`config.mk`:
```
export PLATFORM = sky130hd
export DESIGN_NAME = reset_sequencer_flat
export DESIGN_NICKNAME = d
export VERILOG_FILES = /design/src/rtl/reset_sequencer_if.sv /design/src/rtl/reset_sequencer.sv /design/src/flat_wrapper.sv
export SDC_FILE = /design/constraint.sdc
export NUM_CORES = 1
export LEC_CHECK = 0
export BUFFER_PORTS_ARGS = -buffer_cell sky130_fd_sc_hd__buf_2
export CAP_MARGIN = 20
export CORE_UTILIZATION = 55
export CTS_CLUSTER_DIAMETER = 80
export DETAILED_ROUTE_END_ITERATION = 8
export PLACE_DENSITY = 0.76
export SYNTH_ARGS = -nofsm -noshare
export SYNTH_HDL_FRONTEND = slang
export SYNTH_SLANG_ARGS = --single-unit
```
`constraint.sdc`:
```
create_clock -name CLK -period 3.55 [get_ports CLK]
set_input_delay 0.5325 -clock CLK [delete_from_list [all_inputs] [get_ports CLK]]
set_output_delay 0.5325 -clock CLK [all_outputs]
set_load 0.02 [all_outputs]
```
`src/rtl/reset_sequencer_if.sv`:
```
`default_nettype none
// ============================================================================
// Module   : reset_sequencer_if
// Brief    : Master-reset request, stage handshakes and sequencer status.
// Revision : 1.0 - initial release
// ============================================================================
interface reset_sequencer_if #(
  parameter int NUM_STAGES = 4,
  parameter int IDX_W      = 2
);
  logic                  Master_Reset_L;
  logic [NUM_STAGES-1:0] Stage_Ready;
  logic [NUM_STAGES-1:0] Stage_Reset_L;
  logic [IDX_W-1:0]      Cur_Stage;
  logic                  Seq_Done;
  logic                  Seq_Error;

  // master: the sequencer itself; slave: the stages and status consumers
  modport master (
    input  Master_Reset_L,
    input  Stage_Ready,
    output Stage_Reset_L,
    output Cur_Stage,
    output Seq_Done,
    output Seq_Error
  );

  modport slave (
    output Master_Reset_L,
    output Stage_Ready,
    input  Stage_Reset_L,
    input  Cur_Stage,
    input  Seq_Done,
    input  Seq_Error
  );
endinterface
`default_nettype wire

```
`src/rtl/reset_sequencer.sv`:
```
`default_nettype none
// ============================================================================
// Module   : reset_sequencer
// Brief    : Ordered, handshaked release of per-stage resets after the master
//            reset. Macro RSTSEQ_TIMEOUT_EN enables the ready timeout/ERROR.
// Revision : 1.0 - initial release
// ============================================================================
module reset_sequencer #(
  parameter int NUM_STAGES     = 4,
  parameter int IDX_W          = 2,
  parameter int HOLD_CYCLES    = 8,
  parameter int TIMEOUT_CYCLES = 64,
  parameter int CNT_W          = 8
) (
  input  logic                     CLK,
  input  logic                     Reset,
  reset_sequencer_if.master        seq_if
);

`ifdef RSTSEQ_TIMEOUT_EN
  localparam bit C_TIMEOUT_EN = 1'b1;
`else
  localparam bit C_TIMEOUT_EN = 1'b0;
`endif

  localparam logic [1:0] ST_ASSERT  = 2'd0;
  localparam logic [1:0] ST_RELEASE = 2'd1;
  localparam logic [1:0] ST_DONE    = 2'd2;
  localparam logic [1:0] ST_ERROR   = 2'd3;

  localparam logic [CNT_W-1:0] C_HOLD_LAST    = CNT_W'(HOLD_CYCLES - 1);
  localparam logic [CNT_W-1:0] C_TIMEOUT_LAST = CNT_W'(TIMEOUT_CYCLES - 1);
  localparam logic [IDX_W-1:0] C_LAST_IDX     = IDX_W'(NUM_STAGES - 1);

  logic [1:0]            state_q, state_d;
  logic [CNT_W-1:0]      cnt_q,   cnt_d;
  logic [IDX_W-1:0]      cur_q,   cur_d;
  logic [NUM_STAGES-1:0] srl_q,   srl_d;
  logic                  done_q,  done_d;
  logic                  err_q,   err_d;

  // Stages 0..idx out of reset, everything above still held
  function automatic logic [NUM_STAGES-1:0] stage_mask(input logic [IDX_W-1:0] idx);
    logic [NUM_STAGES-1:0] m;
    for (int i = 0; i < NUM_STAGES; i++) begin
      m[i] = (i <= int'(idx));
    end
    return m;
  endfunction

  always_comb begin
    state_d = state_q;
    cnt_d   = cnt_q;
    cur_d   = cur_q;
    srl_d   = srl_q;
    done_d  = done_q;
    err_d   = err_q;
    if (!seq_if.Master_Reset_L) begin
      state_d = ST_ASSERT;
      cnt_d   = '0;
      cur_d   = '0;
      srl_d   = '0;
      done_d  = 1'b0;
      err_d   = 1'b0;
    end else begin
      case (state_q)
        ST_ASSERT: begin
          if (cnt_q == C_HOLD_LAST) begin
            state_d = ST_RELEASE;
            cnt_d   = '0;
            cur_d   = '0;
            srl_d   = stage_mask('0);
          end else begin
            cnt_d = cnt_q + CNT_W'(1);
          end
        end
        ST_RELEASE: begin
          // Ready is checked before timeout so a last-cycle ack still wins
          if (seq_if.Stage_Ready[cur_q]) begin
            if (cur_q == C_LAST_IDX) begin
              state_d = ST_DONE;
              done_d  = 1'b1;
              srl_d   = '1;
            end else begin
              cur_d = cur_q + IDX_W'(1);
              cnt_d = '0;
              srl_d = stage_mask(cur_q + IDX_W'(1));
            end
          end else if (C_TIMEOUT_EN && (cnt_q == C_TIMEOUT_LAST)) begin
            state_d = ST_ERROR;
            err_d   = 1'b1;
            done_d  = 1'b0;
            srl_d   = '0;
          end else if (C_TIMEOUT_EN) begin
            cnt_d = cnt_q + CNT_W'(1);
          end
        end
        ST_DONE, ST_ERROR: begin
          state_d = state_q;
        end
        default: begin
          state_d = ST_ASSERT;
          cnt_d   = '0;
          cur_d   = '0;
          srl_d   = '0;
          done_d  = 1'b0;
          err_d   = 1'b0;
        end
      endcase
    end
  end

  always_ff @(posedge CLK) begin
    if (Reset) begin
      state_q <= ST_ASSERT;
      cnt_q   <= '0;
      cur_q   <= '0;
      srl_q   <= '0;
      done_q  <= 1'b0;
      err_q   <= 1'b0;
    end else begin
      state_q <= state_d;
      cnt_q   <= cnt_d;
      cur_q   <= cur_d;
      srl_q   <= srl_d;
      done_q  <= done_d;
      err_q   <= err_d;
    end
  end

  assign seq_if.Stage_Reset_L = srl_q;
  assign seq_if.Cur_Stage     = cur_q;
  assign seq_if.Seq_Done      = done_q;
  assign seq_if.Seq_Error     = err_q & C_TIMEOUT_EN;

endmodule
`default_nettype wire

```
`src/flat_wrapper.sv`:
```
// flat-port wrapper written by rule: the top's interface ports become plain ports
module reset_sequencer_flat 
#(
  parameter int NUM_STAGES     = 4,
  parameter int IDX_W          = 2,
  parameter int HOLD_CYCLES    = 8,
  parameter int TIMEOUT_CYCLES = 64,
  parameter int CNT_W          = 8
)
  (CLK, Reset, seq_if_Master_Reset_L, seq_if_Stage_Ready, seq_if_Stage_Reset_L, seq_if_Cur_Stage, seq_if_Seq_Done, seq_if_Seq_Error);
  reset_sequencer_if #(.NUM_STAGES(NUM_STAGES), .IDX_W(IDX_W)) seq_if_i ();
  input  logic CLK;
  input  logic Reset;
  input wire logic [$bits(seq_if_i.Master_Reset_L)-1:0] seq_if_Master_Reset_L;
  input wire logic [$bits(seq_if_i.Stage_Ready)-1:0] seq_if_Stage_Ready;
  output wire logic [$bits(seq_if_i.Stage_Reset_L)-1:0] seq_if_Stage_Reset_L;
  output wire logic [$bits(seq_if_i.Cur_Stage)-1:0] seq_if_Cur_Stage;
  output wire logic [$bits(seq_if_i.Seq_Done)-1:0] seq_if_Seq_Done;
  output wire logic [$bits(seq_if_i.Seq_Error)-1:0] seq_if_Seq_Error;
  assign seq_if_i.Master_Reset_L = seq_if_Master_Reset_L;
  assign seq_if_i.Stage_Ready = seq_if_Stage_Ready;
  assign seq_if_Stage_Reset_L = seq_if_i.Stage_Reset_L;
  assign seq_if_Cur_Stage = seq_if_i.Cur_Stage;
  assign seq_if_Seq_Done = seq_if_i.Seq_Done;
  assign seq_if_Seq_Error = seq_if_i.Seq_Error;
  reset_sequencer #(.NUM_STAGES(NUM_STAGES), .IDX_W(IDX_W), .HOLD_CYCLES(HOLD_CYCLES), .TIMEOUT_CYCLES(TIMEOUT_CYCLES), .CNT_W(CNT_W)) u_core (.CLK(CLK), .Reset(Reset), .seq_if(seq_if_i));
endmodule
```
==> reports/qor.txt <==
status -> finished, final reports clean
multiplexer share of the synthesized area -> 5.160%
CTS root buf -> clkbuf_4
YS warnings -> 0
Leakage -> 0.0003901 uW
Routability Congestion -> 0.8756
Post-Synth XOR/XNOR Area -> 0%
PnR worst setup slack -> 1580 ps
Max-Cap Viols -> 0
min Tclk post-route -> 1970 ps
maximum VDD drop -> 0.1839 mV
Hold Crit Depth -> 2
critical-path cell list -> ha_1 > or2_2 > o221a_1 > a311o_1 > a31o_1
DRT iter0 DRCs -> 44
CP startpoint kind -> register
#FFs+latches synth -> 17
clock sink count -> 17
Reg clk slew, reported paths -> 100 ps
hold_sp -> u_core.seq_if.Seq_Done
Buffers on Ports -> 13
RR Endpoint -> u_core.cnt_q[3]
Rel. slew slack -> 61.61%
Post-synth top cells -> 17 x dfxtp_1, 14 x nor2_1, 8 x nand2_1
number of synthesized flops with an enable pin -> 0
Final #Nets -> 141
sequential area share after synthesis -> 33.42%
Cell Pwr Density -> 291.2 mW/mm2
simple-gate share of the synthesized area -> 22.73%
worst path arrival time -> 2170 ps
Final HPWL DP -> 1.534 mm
clk_lat worst skew -> 300 ps
die area -> 0.002028 mm2
worst slew pin tran -> 574.7 ps
dominant synthesized flop cell -> dfxtp_1
RSZ-0062 raised after global routing -> no
GR Util All Layers -> 24.00%
Max stage delay on crit path -> 420 ps
CTS H-Tree Depth -> 1
syn_area_per_cell -> 8.559 um2
Hold Fails Final Rpt -> 0
top-count cell post-synth -> dfxtp_1
cells on worst reg2reg path -> 5
Post-CTS Setup Inserts -> 0
R2R Setup Slk -> 1580 ps
leading area contributor after synthesis -> dfxtp_1
dominant cells by area after synthesis -> dfxtp_1 33%, ha_1 6.1%, nor2_1 5.2%
Slew Viols, Final -> 0
adder-cell share of the synthesized area -> 6.143%
post-CTS sizing -> 0
global-route wire length before repair -> 3.525 mm
ant diodes -> 0
Hold Path Sink -> u_core.seq_if.Seq_Done
FF-to-FF Start -> u_core.seq_if.Cur_Stage[0]
drc violations -> 0
post-synthesis compound-gate area fraction -> 25.18%
largest net degree at the start of global routing -> 14
final setup violating endpoints -> 0
crit end category -> register
Die Y -> 45.03 um
DR vias/cell -> 6.098
WS Path Type -> reg2reg
antenna violations before repair -> 0
Worst Clk Skew -> 3.143 ps
Netlist cell types -> 43
Bufs on Longest Clock Path -> 2
I/O Pins -> 15
total number of vias -> 933
setup TNS -> 0 ps
CP max FO -> 8
Avg WL per Cell -> 13.59 um
CTS tree -> built
worst slack, placed -> 1615 ps
period utilisation layout -> 55.49%
Final Non-Filler Cells -> 153
Post-CTS Hold Fix Bufs -> 0
Hold Path Class -> reg2reg
final WL -> 2.080 mm
Num CTS Buffers -> 3
row cnt -> 15
starting density of the core -> 58.99%
CORE AREA -> 0.001727 mm2
ys async rst share -> 0%
max frequency -> 507.6 MHz
die width -> 45.03 um
Layout area overhead -> 7.371%
grt ovf -> 0
Syn Std Cell Area -> 0.001018 mm2
syn_nets -> 131
vias in the first global route -> 804
post-route ant nets -> 0
layout cells sized above 1 -> 18.75%
WP data required -> 3750 ps
drt pass-1 iters -> 4
Synth top area share -> 33.42%
Mapped Cells -> 119
Crit-path slowest cell -> dfxtp_1
largest family of logic cells by synthesized area -> compound AO/OA/AOI/OAI gates
placed insts -> 149
[cells in the final DEF, fill, tap and decap left out, types with 2 or more instances in the layout]
| master | n |
|---|---|
| dfxtp_1 | 17 |
| ha_1 | 5 |
| a31o_1 | 2 |
| a311o_1 | 2 |
| nand2b_1 | 4 |
| buf_2 | 13 |
| nand3_1 | 4 |
| o22ai_1 | 2 |
| nand2_1 | 8 |
| clkbuf_4 | 3 |
| a31oi_1 | 2 |
| o211ai_1 | 3 |
| a32o_1 | 2 |
| mux2i_1 | 3 |
| nor3_1 | 2 |
| o41ai_1 | 2 |
| nor2_1 | 14 |
| inv_1 | 6 |
| a21oi_1 | 6 |
| o21ai_0 | 6 |
[stage by stage]
| stage | area [um2] | hold WS, ps | util (%) | power, uW |
|---|---|---|---|---|
| 4_1_cts | 1094 | 453.8 | 63.33 | 321.2 |
| 2_1_floorplan | 1018 | 493.6 | - | 210.4 |
| 3_5_place_dp | 1066 | 437.3 | 61.74 | 215.7 |
| 3_3_place_gp | 1066 | 432.7 | 61.74 | 215.1 |
| 6_report | 1094 | 447.6 | 63.33 | 318.4 |
| 5_1_grt | 1094 | 490.0 | 63.33 | 331.8 |
[how the worst max path moves through the flow]
stage | from | end | slack (ps)
final | u_core.seq_if.Cur_Stage[0] | u_core.cnt_q[3] | 1580
after global routing | u_core.seq_if.Cur_Stage[0] | u_core.cnt_q[4] | 1510
after CTS | u_core.seq_if.Cur_Stage[0] | u_core.cnt_q[3] | 1600
after detailed placement | u_core.seq_if.Cur_Stage[0] | u_core.cnt_q[3] | 1610
after global placement | u_core.seq_if.Cur_Stage[0] | u_core.cnt_q[3] | 1670
after floorplan | u_core.seq_if.Cur_Stage[1] | u_core.cnt_q[3] | 1670
[worst max-delay path: cells and delay by family (launching register included)]
family	cells	cell delay [ps]
AO/OA/AOI/OAI	3	820
flip-flops	1	420
adder cells (fa/ha/maj)	1	320
AND/OR/NAND/NOR	1	310
[final cells by class]
class | instances | area, um2
Timing Repair Buffer | 13 | 65.06
Clock buffer | 3 | 22.52
Fill cell | 148 | 633.1
Multi-Input combinational cell | 88 | 606.8
Clock inverter | 1 | 5.005
Inverter | 6 | 22.52
Sequential cell | 17 | 340.3
Tap cell | 25 | 31.28
[flip-flops by register name, summed over array words and instances (netlist names)]
| name | count |
|---|---|
| u_core.cnt_q | 8 |
| u_core.seq_if.Stage_Reset_L | 4 |
| u_core.seq_if.Cur_Stage | 2 |
| u_core.state_q | 2 |
| u_core.seq_if.Seq_Done | 1 |
[cell families after synthesis]
| logic type | Yosys count |
|---|---|
| buffers and inverters | 14 |
| and+or+nand+nor | 43 |
| DFF | 17 |
| other | 1 |
| AOI/OAI and AO/OA | 35 |
| adders and majority gates | 5 |
| muxes | 4 |
[per-layer routing]
layer	part of all wire (%)	vias to the layer above	GRT usage [%]
li1	-	457	-
met1	45	419	34.66
met2	46	53	34.78
met3	7.5	4	3.600
met4	1.1	0	11.52
met5	0	-	0
[power by group]
part           switching (uW)  internal, uW
combinational            11.0          7.29
sequential               1.59           192
clock                    64.8          42.0
Note: power is estimated with default switching activity, not from simulation.
